**src/rtl/muldiv_sequencer_pkg.sv**
```systemverilog
// Shared types and constants for the multi-cycle execute sequencer.
// Holds the sequencer state type, the unit index constants used for
// unit_enable / unit_ready / unit_result slicing, bundled issue/unit
// structs, and the RISC-V divide special-case constants.
package muldiv_sequencer_pkg;

  typedef enum logic [1:0] {
    IDLE  = 2'd0,
    ISSUE = 2'd1,
    WAIT  = 2'd2,
    DONE  = 2'd3
  } muldiv_seq_state_type;

  localparam int unit_div   = 0;
  localparam int unit_mul   = 1;
  localparam int unit_clmul = 2;

  localparam int muldiv_xlen = 32;

  localparam logic [muldiv_xlen-1:0] div_overflow_num = 32'h8000_0000;
  localparam logic [muldiv_xlen-1:0] all_ones         = 32'hFFFF_FFFF;

  typedef struct packed {
    logic                   valid;
    logic                   division;
    logic                   mult;
    logic                   bitc;
    logic [3:0]             op;
    logic [muldiv_xlen-1:0] rdata1;
    logic [muldiv_xlen-1:0] rdata2;
    logic [4:0]             waddr;
    logic                   wren;
  } muldiv_seq_in_type;

  typedef struct packed {
    logic [2:0]             unit_enable;
    logic [3:0]             unit_op;
    logic [muldiv_xlen-1:0] unit_rdata1;
    logic [muldiv_xlen-1:0] unit_rdata2;
  } muldiv_seq_out_type;

endpackage

```
**src/rtl/muldiv_sequencer_watchdog.sv**
```systemverilog
// Loadable down-counter with an expired flag.
// Ports:
//   clock, reset  - clock and synchronous active-high reset
//   load          - load load_value into the counter (wins over dec)
//   load_value    - value to arm the counter with
//   dec           - decrement by one; saturates at zero
//   expired       - counter has reached zero
module muldiv_watchdog
  import muldiv_sequencer_pkg::*;
#(
  parameter int WIDTH = 6
) (
  input  logic             clock,
  input  logic             reset,
  input  logic             load,
  input  logic [WIDTH-1:0] load_value,
  input  logic             dec,
  output logic             expired
);

  logic [WIDTH-1:0] count_q;
  logic [WIDTH-1:0] count_d;

  always_comb begin
    count_d = count_q;
    if (load) begin
      count_d = load_value;
    end else if (dec && (count_q != '0)) begin
      count_d = count_q - 1'b1;
    end
  end

  always_ff @(posedge clock) begin
    if (reset) begin
      count_q <= '0;
    end else begin
      count_q <= count_d;
    end
  end

  assign expired = (count_q == '0);

endmodule

```
**src/rtl/muldiv_sequencer.sv**
```systemverilog
// Sequences one decoded multi-cycle op (divide, multiply, carry-less
// multiply): stalls the pipeline, launches the selected unit, waits for
// its ready under a watchdog and returns one write-back result.
// Divide-by-zero and signed overflow are answered locally.
// Ports:
//   clock, reset, clear          - clock, sync reset, pipeline flush
//   issue_*                      - decoded instruction from execute
//   unit_enable/op/rdata1/rdata2 - launch pulse and operands to units
//   unit_ready/unit_result       - per-unit completion and results
//   stall                        - hold upstream pipeline
//   done/result/wb_waddr/wb_wren - one-cycle write-back
//   error                        - illegal flags or watchdog timeout
module muldiv_sequencer
  import muldiv_sequencer_pkg::*;
#(
  parameter int TIMEOUT_CYCLES = 64,
  parameter int XLEN           = 32
) (
  input  logic              clock,
  input  logic              reset,
  input  logic              clear,
  input  logic              issue_valid,
  input  logic              issue_division,
  input  logic              issue_mult,
  input  logic              issue_bitc,
  input  logic [3:0]        issue_op,
  input  logic [XLEN-1:0]   issue_rdata1,
  input  logic [XLEN-1:0]   issue_rdata2,
  input  logic [4:0]        issue_waddr,
  input  logic              issue_wren,
  output logic [2:0]        unit_enable,
  output logic [3:0]        unit_op,
  output logic [XLEN-1:0]   unit_rdata1,
  output logic [XLEN-1:0]   unit_rdata2,
  input  logic [2:0]        unit_ready,
  input  logic [3*XLEN-1:0] unit_result,
  output logic              stall,
  output logic              done,
  output logic [XLEN-1:0]   result,
  output logic [4:0]        wb_waddr,
  output logic              wb_wren,
  output logic              error
);

  localparam int WD_W = (TIMEOUT_CYCLES > 2) ? $clog2(TIMEOUT_CYCLES) : 1;
  localparam logic [XLEN-1:0] ovf_num = {1'b1, {(XLEN-1){1'b0}}};

  muldiv_seq_state_type state_q, state_d;
  logic [2:0]      sel_q, sel_d;
  logic [3:0]      op_q, op_d;
  logic [XLEN-1:0] rdata1_q, rdata1_d;
  logic [XLEN-1:0] rdata2_q, rdata2_d;
  logic [4:0]      waddr_q, waddr_d;
  logic            wren_q, wren_d;
  logic [XLEN-1:0] result_q, result_d;
  logic            timeout_q, timeout_d;
  logic            error_q, error_d;

  logic [2:0]      flags;
  logic            one_hot;
  logic            accept;
  logic            illegal;
  logic            div_zero;
  logic            div_ovf;
  logic            is_quot;
  logic            fast;
  logic [XLEN-1:0] fast_result;
  logic            ready_sel;
  logic [XLEN-1:0] sel_result;
  logic            expired;
  logic            timed_out;

  assign flags   = {issue_bitc, issue_mult, issue_division};
  assign one_hot = (flags == 3'b001) || (flags == 3'b010) || (flags == 3'b100);
  assign accept  = (state_q == IDLE) && issue_valid && one_hot && !clear;
  assign illegal = (state_q == IDLE) && issue_valid && !one_hot &&
                   (flags != 3'b000) && !clear;

  // RISC-V divide special cases; ops [0]/[1] return the quotient,
  // [0]/[2] are signed.
  assign is_quot  = issue_op[0] | issue_op[1];
  assign div_zero = (issue_rdata2 == '0);
  assign div_ovf  = (issue_op[0] | issue_op[2]) && (issue_rdata1 == ovf_num) &&
                    (issue_rdata2 == '1);
  assign fast     = issue_division && (div_zero || div_ovf);

  always_comb begin
    if (div_zero) begin
      fast_result = is_quot ? '1 : issue_rdata1;
    end else begin
      fast_result = is_quot ? issue_rdata1 : '0;
    end
  end

  // Only the launched unit's ready and result are looked at.
  assign ready_sel = |(unit_ready & sel_q);

  always_comb begin
    sel_result = '0;
    if (sel_q[unit_div])   sel_result = unit_result[unit_div*XLEN +: XLEN];
    if (sel_q[unit_mul])   sel_result = unit_result[unit_mul*XLEN +: XLEN];
    if (sel_q[unit_clmul]) sel_result = unit_result[unit_clmul*XLEN +: XLEN];
  end

  // Armed during ISSUE so it reads TIMEOUT_CYCLES-1 on the first WAIT cycle
  // and expires on the TIMEOUT_CYCLES-th WAIT cycle.
  muldiv_watchdog #(
    .WIDTH(WD_W)
  ) u_watchdog (
    .clock      (clock),
    .reset      (reset),
    .load       (state_q == ISSUE),
    .load_value (WD_W'(TIMEOUT_CYCLES - 1)),
    .dec        (state_q == WAIT),
    .expired    (expired)
  );

  assign timed_out = (state_q == WAIT) && !ready_sel && expired && !clear;

  // State register
  always_ff @(posedge clock) begin
    if (reset) begin
      state_q   <= IDLE;
      sel_q     <= '0;
      op_q      <= '0;
      rdata1_q  <= '0;
      rdata2_q  <= '0;
      waddr_q   <= '0;
      wren_q    <= 1'b0;
      result_q  <= '0;
      timeout_q <= 1'b0;
      error_q   <= 1'b0;
    end else begin
      state_q   <= state_d;
      sel_q     <= sel_d;
      op_q      <= op_d;
      rdata1_q  <= rdata1_d;
      rdata2_q  <= rdata2_d;
      waddr_q   <= waddr_d;
      wren_q    <= wren_d;
      result_q  <= result_d;
      timeout_q <= timeout_d;
      error_q   <= error_d;
    end
  end

  // Next-state and datapath capture
  always_comb begin
    state_d   = state_q;
    sel_d     = sel_q;
    op_d      = op_q;
    rdata1_d  = rdata1_q;
    rdata2_d  = rdata2_q;
    waddr_d   = waddr_q;
    wren_d    = wren_q;
    result_d  = result_q;
    timeout_d = timeout_q;
    error_d   = illegal | timed_out;
    unique case (state_q)
      IDLE: begin
        if (accept) begin
          state_d   = fast ? DONE : ISSUE;
          sel_d     = flags;
          op_d      = issue_op;
          rdata1_d  = issue_rdata1;
          rdata2_d  = issue_rdata2;
          waddr_d   = issue_waddr;
          wren_d    = issue_wren;
          timeout_d = 1'b0;
          if (fast) result_d = fast_result;
        end
      end
      ISSUE: state_d = WAIT;
      WAIT: begin
        if (ready_sel) begin
          state_d  = DONE;
          result_d = sel_result;
        end else if (timed_out) begin
          state_d   = DONE;
          result_d  = '0;
          timeout_d = 1'b1;
        end
      end
      DONE:    state_d = IDLE;
      default: state_d = IDLE;
    endcase
    if (clear) state_d = IDLE;
  end

  // Outputs
  always_comb begin
    stall       = accept || (state_q == ISSUE) || (state_q == WAIT);
    unit_enable = ((state_q == ISSUE) && !clear) ? sel_q : 3'b000;
    done        = (state_q == DONE) && !clear;
    wb_wren     = done && wren_q && !timeout_q;
    error       = error_q;
    result      = result_q;
    wb_waddr    = waddr_q;
    unit_op     = op_q;
    unit_rdata1 = rdata1_q;
    unit_rdata2 = rdata2_q;
  end

endmodule

```
**config.mk**
```make
export PLATFORM = sky130hd
export DESIGN_NAME = muldiv_sequencer
export DESIGN_NICKNAME = d
export VERILOG_FILES = /design/src/rtl/muldiv_sequencer_pkg.sv /design/src/rtl/muldiv_sequencer_watchdog.sv /design/src/rtl/muldiv_sequencer.sv
export SDC_FILE = /design/constraint.sdc
export NUM_CORES = 1
export LEC_CHECK = 0
export BUFFER_PORTS_ARGS = -buffer_cell sky130_fd_sc_hd__buf_2
export CAP_MARGIN = 20
export CORE_MARGIN = 2
export CORE_UTILIZATION = 30
export CTS_BUF_LIST = sky130_fd_sc_hd__clkbuf_4 sky130_fd_sc_hd__clkbuf_8 sky130_fd_sc_hd__clkbuf_16
export DETAILED_ROUTE_END_ITERATION = 8
export HOLD_SLACK_MARGIN = 0.08
export SLEW_MARGIN = 20
export SYNTH_ARGS = -nofsm -noshare
export SYNTH_HDL_FRONTEND = slang
export SYNTH_SLANG_ARGS = --single-unit
```
**constraint.sdc**
```tcl
create_clock -name clock -period 4.7 [get_ports clock]
set_input_delay 0.235 -clock clock [delete_from_list [all_inputs] [get_ports clock]]
set_output_delay 0.235 -clock clock [all_outputs]
set_load 0.02 [all_outputs]
```
==> results.cfg, run 1 <==
[pwr]
pwr-share-clk_pct = 48.9
p_sw_uw = 721
p_int_mw = 2.14
total_leakage_power_nw = 3.48
p_per_area_nw_per_um2 = 342
max-vdd-ir-drop_uv = 247
switching_share_pct = 25.2
share_comb_of_total_power_pct = 13.9
sequentialPowerShare_pct = 37.1

[worst_hold_path]
worst_hold_path_type = primary input to flip-flop
holdCritStartpoint = issue_rdata1[23]
hold_path_depth = 3
worst_min_delay_path_endpoint = unit_rdata1[23]

[layout]
layout-area-overhead-vs-synth_pct = 46.7
layout.cells.most_common = buf_2
most-common-layout-cells = 290 x buf_2, 188 x nand2_1, 118 x dfxtp_1
filler_cell_count = 1903
final_cells = 1267
final_nets = 1207
fraction_of_layout_cells_with_a_size_suffix_above_1_pct = 35.7

[logic_synthesis]
synth_compound_gate_area_share_pct = 29.0
synth-edff-count = 0
synth-adder-area-share_pct = 1.54
synth_top_cells_by_area = dfxtp_1 42%, nand2_1 12%, a22oi_1 8.4%
synth_xor_area_share_pct = 0.922
prevailing_post_synth_register_cell = dfxtp_1
syn_area_per_cell_sq_um = 7.96
synth_warnings = 0
post-synth-top-area-fraction_pct = 41.8
combinational_family_with_the_most_area_after_synthesis = compound AO/OA/AOI/OAI gates
ys_seq_elements = 119
mappedNetlistArea_sq_um = 5700
synth_sequential_area_ratio_pct = 41.8
synthSimpleGateAreaFrac_pct = 19.5
syn-num-nets = 903
async_reset_ff_share_pct = 0
mapped_cells = 716
netlist.top_cell.by_area = dfxtp_1
yosys-mux-area-fraction_pct = 0.176
count_of_different_cell_masters_after_synthesis = 44

[global_route]
overflow = 0
globalRouteTotalUtil_pct = 21.0
grt_start_max_net_pins = 80
wire_length_of_the_first_global_routing_pass_mm = 32.6
grt_antenna_before_repair = 2
via_count_of_the_first_global_routing_pass = 5992

[run]
timing.max_cap.violations = 0

[clock_network]
clock_tree.htree_level_count = 4
clkLatencyLatePin_ns = 0.41
cell_at_the_root_of_the_clock_tree = clkbuf_16
clock_tree_from_tritoncts = done
number_of_clock_buffers_inserted_by_tritoncts = 17
cts_resized = 0
tritoncts_num_sinks = 119
clock_pin_transition_on_the_worst_setup_and_hold_timing_paths_ns = 0.05
cts.path.max_buffers = 2

[placed_design]
place.detailed.instances = 1193
routabilityCongestion = 0.812
io_buffers = 291
hpwlAfterDp_mm = 15.4

[floorplan]
die_height_microns = 142
dieWidth_microns = 142
io_pins = 292
fp.dieArea_sq_um = 20100
coreArea_sq_um = 18600
start_util_pct = 30.6
std_cell_rows = 50

[route]
routed_wirelength_mm = 21.7
number_of_nets_still_failing_antenna_checks_after_routing = 0
drtPass1Iterations = 5
wl_per_cell_microns = 17.1
viasPerCell = 5.05
vias = 6403
drt-initial-drc-count = 295
drcViolationCount = 0

[timing]
timing_worst_slew_pin_value_ns = 1.07
fin_worst_skew_ns = 0.00635
grt_setup_unrepaired = no
slew_violations = 0
max-slew-margin-rel_pct = 28.4
achievable-frequency_mhz = 301
setup_tns_ns = 0
final.period_utilization_pct = 70.7
layout_min_cycle_time_ns = 3.33
setup_viol = 0
hold_viol_final = 0

[setup_path]
worstSetupStartpointType = primary input
setup.worst_path.class = primary input to flip-flop
timing.reg2reg.worst_path_depth = 9
crit_required_ns = 4.94
arrival_time_at_the_worst_endpoint_ns = 3.57
worst_setup_path_end_kind = flip-flop
rrSetupSlack_ns = 1.91
cp_max_fo = 22
worstReg2RegStart = state_q[0]
timing.rr.end = result[25]

[run_status]
status = completed
## flip-flops by register name (all words and copies together) (netlist names)
name	cells
timeout_q	1
unit_rdata1	32
state_q	2
wren_q	1
result	32
u_watchdog.count_q	6
unit_op	4
sel_q	3
unit_rdata2	32
error	1
wb_waddr	5
## stage by stage
stage	worst slack [ns]	hold WS (ns)	total power [mW]	cell area (sq um)	utilization, %
6_report	1.37	0.100	2.86	8360	44.8
2_1_floorplan	2.47	0.318	1.28	5700	-
5_1_grt	1.17	0.0929	2.99	8360	44.8
4_1_cts	1.38	0.0800	2.90	8360	44.8
3_5_place_dp	1.50	0.444	1.46	7310	39.2
3_3_place_gp	1.61	0.439	1.45	7310	39.2
## cells in the mapped netlist, types with 2 or more instances
cell      instances
and3b_1           2
nor4_1           15
a211oi_1          2
or3_1             3
clkbuf_1         52
ha_1              7
a221oi_1          2
a21boi_0          2
a221oi_2         29
or4_1             3
dfxtp_1         119
nor2_1           14
nand2_1         188
nor3_1            6
nand4_1          11
inv_1            39
nand2b_1          3
nor2b_1           3
and2_1            3
o31ai_1           2
buf_4             3
o21ai_0          36
xnor2_1           2
xor2_1            4
a22oi_1          64
buf_6             3
a21oi_1          82
## worst max-delay path, stage by stage
cell	delay, ns
dlygate4sd3_1	0.53
buf_2	0.14
or4_1	0.55
nor4_1	0.49
nand4_1	0.18
or3_1	0.46
a21oi_4	0.41
buf_4	0.43
a221oi_1	0.13
## area by class of cell
type	count	area (sq um)	share of cell area, %
tap	234	293	3.50
multi-input combinational	500	2950	35.3
clock inverter	9	148	1.77
sequential	119	2380	28.5
inverter	39	146	1.75
antenna	1	2.50	0.0299
clock buffer	22	482	5.76
timing repair buffer	343	1950	23.4
## cells by family (layout without fill, tap and decap cells)
group,Yosys count,count (layout)
simple gates,257,257
buf+inv,97,413
mux,1,1
compound gates,229,229
flops,119,119
fa+ha+maj,7,7
other cells,0,1
xor+xnor,6,6
## power by group through the flow
stage	clock network (mW)	registers, mW	logic (mW)
finish	1.40	1.06	0.399
global route	1.48	1.07	0.437
CTS	1.43	1.06	0.401
detailed placement	0	1.08	0.372
global placement	0	1.08	0.371
floorplan	0	1.11	0.163
## per-layer routing
| layer | wire, microns | vias up | global-route usage [%] |
|---|---|---|---|
| met5 | 0 | - | 0 |
| met4 | 576 | 0 | 8.37 |
| met3 | 1680 | 31 | 5.40 |
| met2 | 10100 | 293 | 34.6 |
| met1 | 9340 | 2927 | 26.2 |
| li1 | - | 3152 | - |
## worst max path at each step
stage                      from    endpoint  slack (ns)
5_1_grt        issue_rdata1[16]  result[25]        1.17
6_report       issue_rdata1[16]  result[25]        1.37
4_1_cts        issue_rdata1[16]  result[25]        1.38
3_5_place_dp   issue_rdata1[16]  result[25]        1.50
2_1_floorplan  issue_rdata1[16]  result[24]        2.47
3_3_place_gp   issue_rdata1[16]  result[24]        1.61
## timing repair
item	in CTS	in global routing
setup buffers	0	0
hold endpoints to repair	42	0
hold buffers	42	0
No activity file was read; power rests on OpenSTA's default activity.
==> run 2: changes to the inputs <==
--- a/config.mk
+++ b/config.mk
@@ -5,6 +5,7 @@
 export SDC_FILE = /design/constraint.sdc
 export NUM_CORES = 1
 export LEC_CHECK = 0
+export ABC_AREA = 1
 export BUFFER_PORTS_ARGS = -buffer_cell sky130_fd_sc_hd__buf_2
 export CAP_MARGIN = 20
 export CORE_MARGIN = 2
==> constraint.sdc (replaced) <==
create_clock -name clock -period 3.4 [get_ports clock]
set_input_delay 0.17 -clock clock [delete_from_list [all_inputs] [get_ports clock]]
set_output_delay 0.17 -clock clock [all_outputs]
set_load 0.02 [all_outputs]
==> run 2 against run 1 <==
Count of clock-buffer cells in the layout down 1. Global-route usage rose by 0.86 points. Hold slack got worse by 0.0072 ns. Flip-flop and latch count did not move. Synthesized cell count rose by 34%. Non-clock buffer count increased by 34. Die area up 11%. Final cell count is 24% higher. Largest cell class unchanged.
==> results.cfg, run 2 <==
[timing]
achievable-frequency_mhz = 385
grt_setup_unrepaired = no
hold_viol_final = 0
setup_tns_ns = 0
finalHoldWorstSlack_ns = 0.0933
final.period_utilization_pct = 76.4
timing_worst_slew_pin_value_ns = 0.873
slew_violations = 0
fin_worst_skew_ns = 0.0120
layout_min_cycle_time_ns = 2.60
setup_viol = 0
max-slew-margin-rel_pct = 41.5

[logic_synthesis]
synth_sequential_area_ratio_pct = 37.5
synth_top_cells_by_area = dfxtp_1 37%, a21oi_1 13%, nor2_1 12%
prevailing_post_synth_register_cell = dfxtp_1
post-synth-top-area-fraction_pct = 37.5
mappedNetlistArea_sq_um = 6360
count_leader_synth = nor2_1
async_reset_ff_share_pct = 0
mapped_cells = 962
syn-num-nets = 1149
netlist.top_cell.by_area = dfxtp_1
syn_area_per_cell_sq_um = 6.61
synth_warnings = 0
count_of_different_cell_masters_after_synthesis = 27
synth-edff-count = 0
ys_seq_elements = 119
synth.top_cells.by_count = 208 x nor2_1, 169 x a21oi_1, 119 x dfxtp_1, 83 x nand2_1, 78 x o21ai_0

[route]
drt-initial-drc-count = 396
wl_per_cell_microns = 16.2
number_of_nets_still_failing_antenna_checks_after_routing = 0
viasPerCell = 5.04
routed_wirelength_mm = 25.4
vias = 7897
drcViolationCount = 0
drtPass1Iterations = 5

[clock_network]
clock_tree_from_tritoncts = done
clock_tree.htree_level_count = 4
number_of_clock_buffers_inserted_by_tritoncts = 17
cell_at_the_root_of_the_clock_tree = clkbuf_16
tritoncts_num_sinks = 119
cts.path.max_buffers = 2
clock_pin_transition_on_the_worst_setup_and_hold_timing_paths_ns = 0.05
clkLatencyLatePin_ns = 0.42
post-cts-setup-buffers = 0

[pwr]
pwr-share-clk_pct = 43.6
max-vdd-ir-drop_uv = 222
p_per_area_nw_per_um2 = 449
sequentialPowerShare_pct = 36.4
total_leakage_power_nw = 4.16
switching_share_pct = 29.8
share_comb_of_total_power_pct = 20.0
p_sw_mw = 1.24
p_int_mw = 2.91

[setup_path]
timing.reg2reg.worst_path_depth = 11
worst_setup_path_end_kind = flip-flop
timing.rr.end = result[11]
rrSetupSlack_ns = 0.80
worstSetupStartpointType = flip-flop
cp_max_fo = 64
worstReg2RegStart = state_q[0]
arrival_time_at_the_worst_endpoint_ns = 2.90
crit_required_ns = 3.70
setup.worst_path.class = flip-flop to flip-flop

[global_route]
global_route.usage.met3_pct = 5.27
grt.met2_usage_pct = 36.8
globalRouteTotalUtil_pct = 21.8
overflow = 0
via_count_of_the_first_global_routing_pass = 7156
grt_start_max_net_pins = 65
grt_antenna_before_repair = 0
grt.met1_usage_pct = 27.7
grt-busiest-layer = met2
wire_length_of_the_first_global_routing_pass_mm = 38.2

[run]
timing.max_cap.violations = 0

[floorplan]
dieWidth_microns = 150
io_pins = 292
coreArea_sq_um = 20900
std_cell_rows = 53
die_height_microns = 150
fp.dieArea_sq_um = 22400
start_util_pct = 30.4

[placed_design]
routabilityCongestion = 0.883
hpwlAfterDp_mm = 17.8
io_buffers = 291

[layout]
filler_cell_count = 2174
n_antenna_cell = 0
final_nets = 1467
layout-area-overhead-vs-synth_pct = 45.2
fraction_of_layout_cells_with_a_size_suffix_above_1_pct = 27.1
layout.cells.most_common = buf_2
most-common-layout-cells = 291 x buf_2, 207 x nor2_1, 169 x a21oi_1

[worst_hold_path]
hold_path_depth = 3
worst_hold_path_type = primary input to flip-flop
worst_min_delay_path_endpoint = unit_op[0]
holdCritStartpoint = issue_op[0]

[run_status]
status = completed
run 2: cell count changes in the layout (fill, tap and decap cells not counted), sizes merged, moves of 15 or more:
cell | previous run | this run
nand3 | 1 | 78
a221oi | 31 | 1
a21oi | 82 | 170
o22ai | 0 | 32
a22oi | 64 | 0
dlygate4sd3 | 42 | 69
nor4 | 15 | 0
nand2 | 188 | 84
a211oi | 2 | 33
o21ai | 36 | 84
nor2 | 14 | 209
run 2: worst max-delay path by stage:
stage	to	depth (start not counted)	slack, ns	from
3_5_place_dp	result[31]	11	0.85	state_q[0]
4_1_cts	result[11]	11	0.84	state_q[0]
3_3_place_gp	result[11]	11	0.85	state_q[0]
2_1_floorplan	result[0]	12	1.68	state_q[0]
5_1_grt	result[13]	11	0.52	state_q[0]
6_report	result[11]	11	0.80	state_q[0]
run 2: power groups by stage:
| stage | clock (mW) | sequential (mW) | combinational, mW |
|---|---|---|---|
| global route | 1.90 | 1.52 | 0.918 |
| floorplan | 0 | 1.61 | 0.410 |
| global placement | 0 | 1.54 | 0.759 |
| CTS | 1.84 | 1.51 | 0.829 |
| detailed placement | 0 | 1.54 | 0.763 |
| finish | 1.81 | 1.51 | 0.831 |
run 2: timing repair:
| action | 4_1_cts | 5_1_grt |
|---|---|---|
| setup endpoints to repair | 0 | 0 |
| hold buffers | 69 | 0 |
| gates resized for setup | 0 | 0 |
| endpoints found under the hold margin | 73 | 0 |
run 2: metal layers:
| metal | up-vias | wire length, microns |
|---|---|---|
| li1 | 3922 | - |
| met1 | 3607 | 11100 |
| met2 | 337 | 11800 |
| met3 | 31 | 2060 |
| met4 | 0 | 393 |
| met5 | - | 0 |
run 2: cell families after synthesis:
logic type | after synthesis | share of synthesized area [%]
AND/OR/NAND/NOR | 380 | 24.8
AO/OA/AOI/OAI | 323 | 27.5
buffers and inverters | 133 | 8.83
flip-flops | 119 | 37.5
adder cells (fa/ha/maj) | 7 | 1.38
run 2: area by class of cell:
type                    count  area (sq um)  share of cell area (%)
well taps                 275           344                    3.73
multi-input cells         710          3430                    37.1
inverters                  55           209                    2.26
clock buffers              21           462                    5.00
repair buffers            377          2290                    24.8
flip-flops and latches    119          2380                    25.8
clock inverters            11           124                    1.34
run 2: critical path: stages, from the launching register on:
cell     delay (ns)
dfxtp_1        0.34
inv_1          0.12
ha_2           0.31
inv_1          0.16
nor3_2         0.27
nand2_1        0.10
nand2_1        0.08
nand2_2        0.10
nor2_8         0.64
nand3_1        0.14
nand2_1        0.11
nor2_1         0.06
run 2: stage by stage:
stage	instances	power [mW]	instance area (sq um)	util (%)	setup slack, ns
CTS	1568	4.18	9240	44.2	0.842
floorplan	962	2.02	6360	-	1.68
global route	1568	4.34	9240	44.2	0.521
global placement	1467	2.30	7960	38.1	0.846
finish	1568	4.15	9240	44.2	0.801
detailed placement	1467	2.30	7960	38.1	0.848
==> run 3: changes to the inputs <==
==> constraint.sdc (replaced) <==
create_clock -name clock -period 2.7 [get_ports clock]
set_input_delay 0.135 -clock clock [delete_from_list [all_inputs] [get_ports clock]]
set_output_delay 0.135 -clock clock [all_outputs]
set_load 0.02 [all_outputs]
==> run 3 against run 2 <==
Total power rose by 28%. Critical path type unchanged. Largest power group unchanged. Combinational power rose by 30%. Clock power grew 28%. Critical endpoint is now result[17].
==> results.cfg, run 3 (synthesis gave the netlist of run 2 again) <==
[timing]
timing_worst_slew_pin_value_ns = 0.663
setup_slack_ns = 0.282
grt_setup_unrepaired = no
fin_worst_skew_ns = 0.00854
finalHoldWorstSlack_ns = 0.0725
setup_viol = 0
setup_tns_ns = 0
max-slew-margin-rel_pct = 55.8
final.period_utilization_pct = 89.5
layout_min_cycle_time_ns = 2.42
achievable-frequency_mhz = 414
hold_viol_final = 0
slew_violations = 0

[global_route]
wire_length_of_the_first_global_routing_pass_mm = 38.2
globalRouteTotalUtil_pct = 21.8
grt_antenna_before_repair = 1
grt_start_max_net_pins = 107
via_count_of_the_first_global_routing_pass = 7237
overflow = 0

[worst_hold_path]
worst_hold_path_type = primary input to flip-flop

[layout]
final_nets = 1479
filler_cell_count = 2157
layout.cells.most_common = buf_2
most-common-layout-cells = 291 x buf_2, 207 x nor2_1, 169 x a21oi_1
postLayoutCoreUtil_pct = 44.9
final_area_sq_um = 9390
fraction_of_layout_cells_with_a_size_suffix_above_1_pct = 27.2
final_cells = 1578
n_antenna_cell = 0
layout-area-overhead-vs-synth_pct = 47.6

[clock_network]
cts_resized = 0
tritoncts_num_sinks = 119
cell_at_the_root_of_the_clock_tree = clkbuf_16
cts.path.max_buffers = 2
number_of_clock_buffers_inserted_by_tritoncts = 17
clock_tree.htree_level_count = 4
clock_tree_from_tritoncts = done
clkLatencyLatePin_ns = 0.41
clock_pin_transition_on_the_worst_setup_and_hold_timing_paths_ns = 0.05

[route]
number_of_nets_still_failing_antenna_checks_after_routing = 0
routed-wl-met3_mm = 1.88
drtPass1Iterations = 5
vias = 7814
top_layer_used = met5
routed_wirelength_mm = 25.5
met2WireLength_mm = 12.0
drt-initial-drc-count = 405
wl_met1_mm = 11.3
wl_per_cell_microns = 16.2
viasPerCell = 4.95
drcViolationCount = 0

[setup_path]
timing.rr.end = result[17]
crit_required_ns = 3.00
setup.worst_path.class = flip-flop to flip-flop
worstReg2RegStart = state_q[0]
worstSetupStartpointType = flip-flop
crit_path_start = state_q[0]
cp_max_fo = 52
arrival_time_at_the_worst_endpoint_ns = 2.72
rrSetupSlack_ns = 0.28
worst_setup_path_end_kind = flip-flop
timing.reg2reg.worst_path_depth = 12
endpoint = result[17]

[floorplan]
fp.dieArea_sq_um = 22400
coreArea_sq_um = 20900
dieWidth_microns = 150
start_util_pct = 30.4
std_cell_rows = 53
io_pins = 292
die_height_microns = 150

[run_status]
status = completed

[pwr]
max-vdd-ir-drop_uv = 268
total_leakage_power_nw = 4.23
post-layout-total-power_mw = 5.29
p_per_area_nw_per_um2 = 564

[placed_design]
dp_slack_ns = 0.385
placement.cell_area_sq_um = 8040
routabilityCongestion = 0.833
io_buffers = 291
place.detailed.instances = 1473
hpwlAfterDp_mm = 17.9

[run]
timing.max_cap.violations = 0
-- run 3: cell types whose count changed in the layout (fill, tap and decap cells not counted) --
cell           previous run  this run
clkinv_2                  5         6
clkinvlp_4                3         1
buf_4                    16        19
clkbuf_4                  3         2
inv_6                     2         0
dlygate4sd3_1            69        75
buf_12                    1         4
clkbuf_8                  1         2
bufinv_16                 2         3
-- run 3: worst min-delay path by stage --
stage | start | slack, ns | cells after the start | endpoint
floorplan | issue_op[0] | 0.28 | 2 | unit_op[0]
global placement | issue_waddr[4] | 0.38 | 3 | wb_waddr[4]
detailed placement | issue_op[3] | 0.40 | 3 | unit_op[3]
CTS | issue_rdata2[30] | 0.08 | 3 | unit_rdata2[30]
global route | issue_rdata2[30] | 0.10 | 3 | unit_rdata2[30]
finish | issue_rdata1[26] | 0.07 | 3 | unit_rdata1[26]
-- run 3: where the power goes --
| part | leakage (nW) | switching, mW | internal, mW |
|---|---|---|---|
| Clock | 0.295 | 0.808 | 1.50 |
| Combinational | 2.97 | 0.654 | 0.423 |
| Sequential | 0.968 | 0.0501 | 1.85 |
-- run 3: final cells by class --
cell class,instances,area [sq um],share of cell area [%]
timing repair buffer,389,2430,25.9
clock inverter,9,126,1.35
clock buffer,21,468,4.98
inverter,55,209,2.23
multi-input combinational,710,3430,36.5
sequential,119,2380,25.4
tap,275,344,3.67
-- run 3: metal layers --
metal | up-vias | track usage [%]
li1 | 3930 | -
met3 | 29 | 5.09
met5 | - | 0
met4 | 2 | 6.14
met1 | 3528 | 28.0
met2 | 325 | 36.6
-- run 3: timing repair --
item                                   CTS  global route
setup buffers                            0             0
endpoints found under the hold margin   81             0
hold buffers                            75             0
setup endpoints to repair                0             0
-- run 3: worst max-delay path: stages (launching register included) --
cell and delay, ns:
dfxtp_1 0.33, inv_1 0.11, ha_2 0.39, inv_1 0.17, nor3_2 0.24, nand2_1 0.11
nand2_1 0.08, nand2_2 0.11, nor2_8 0.23, buf_12 0.27, nand3_1 0.12, nand2_1 0.08
nor2_1 0.04
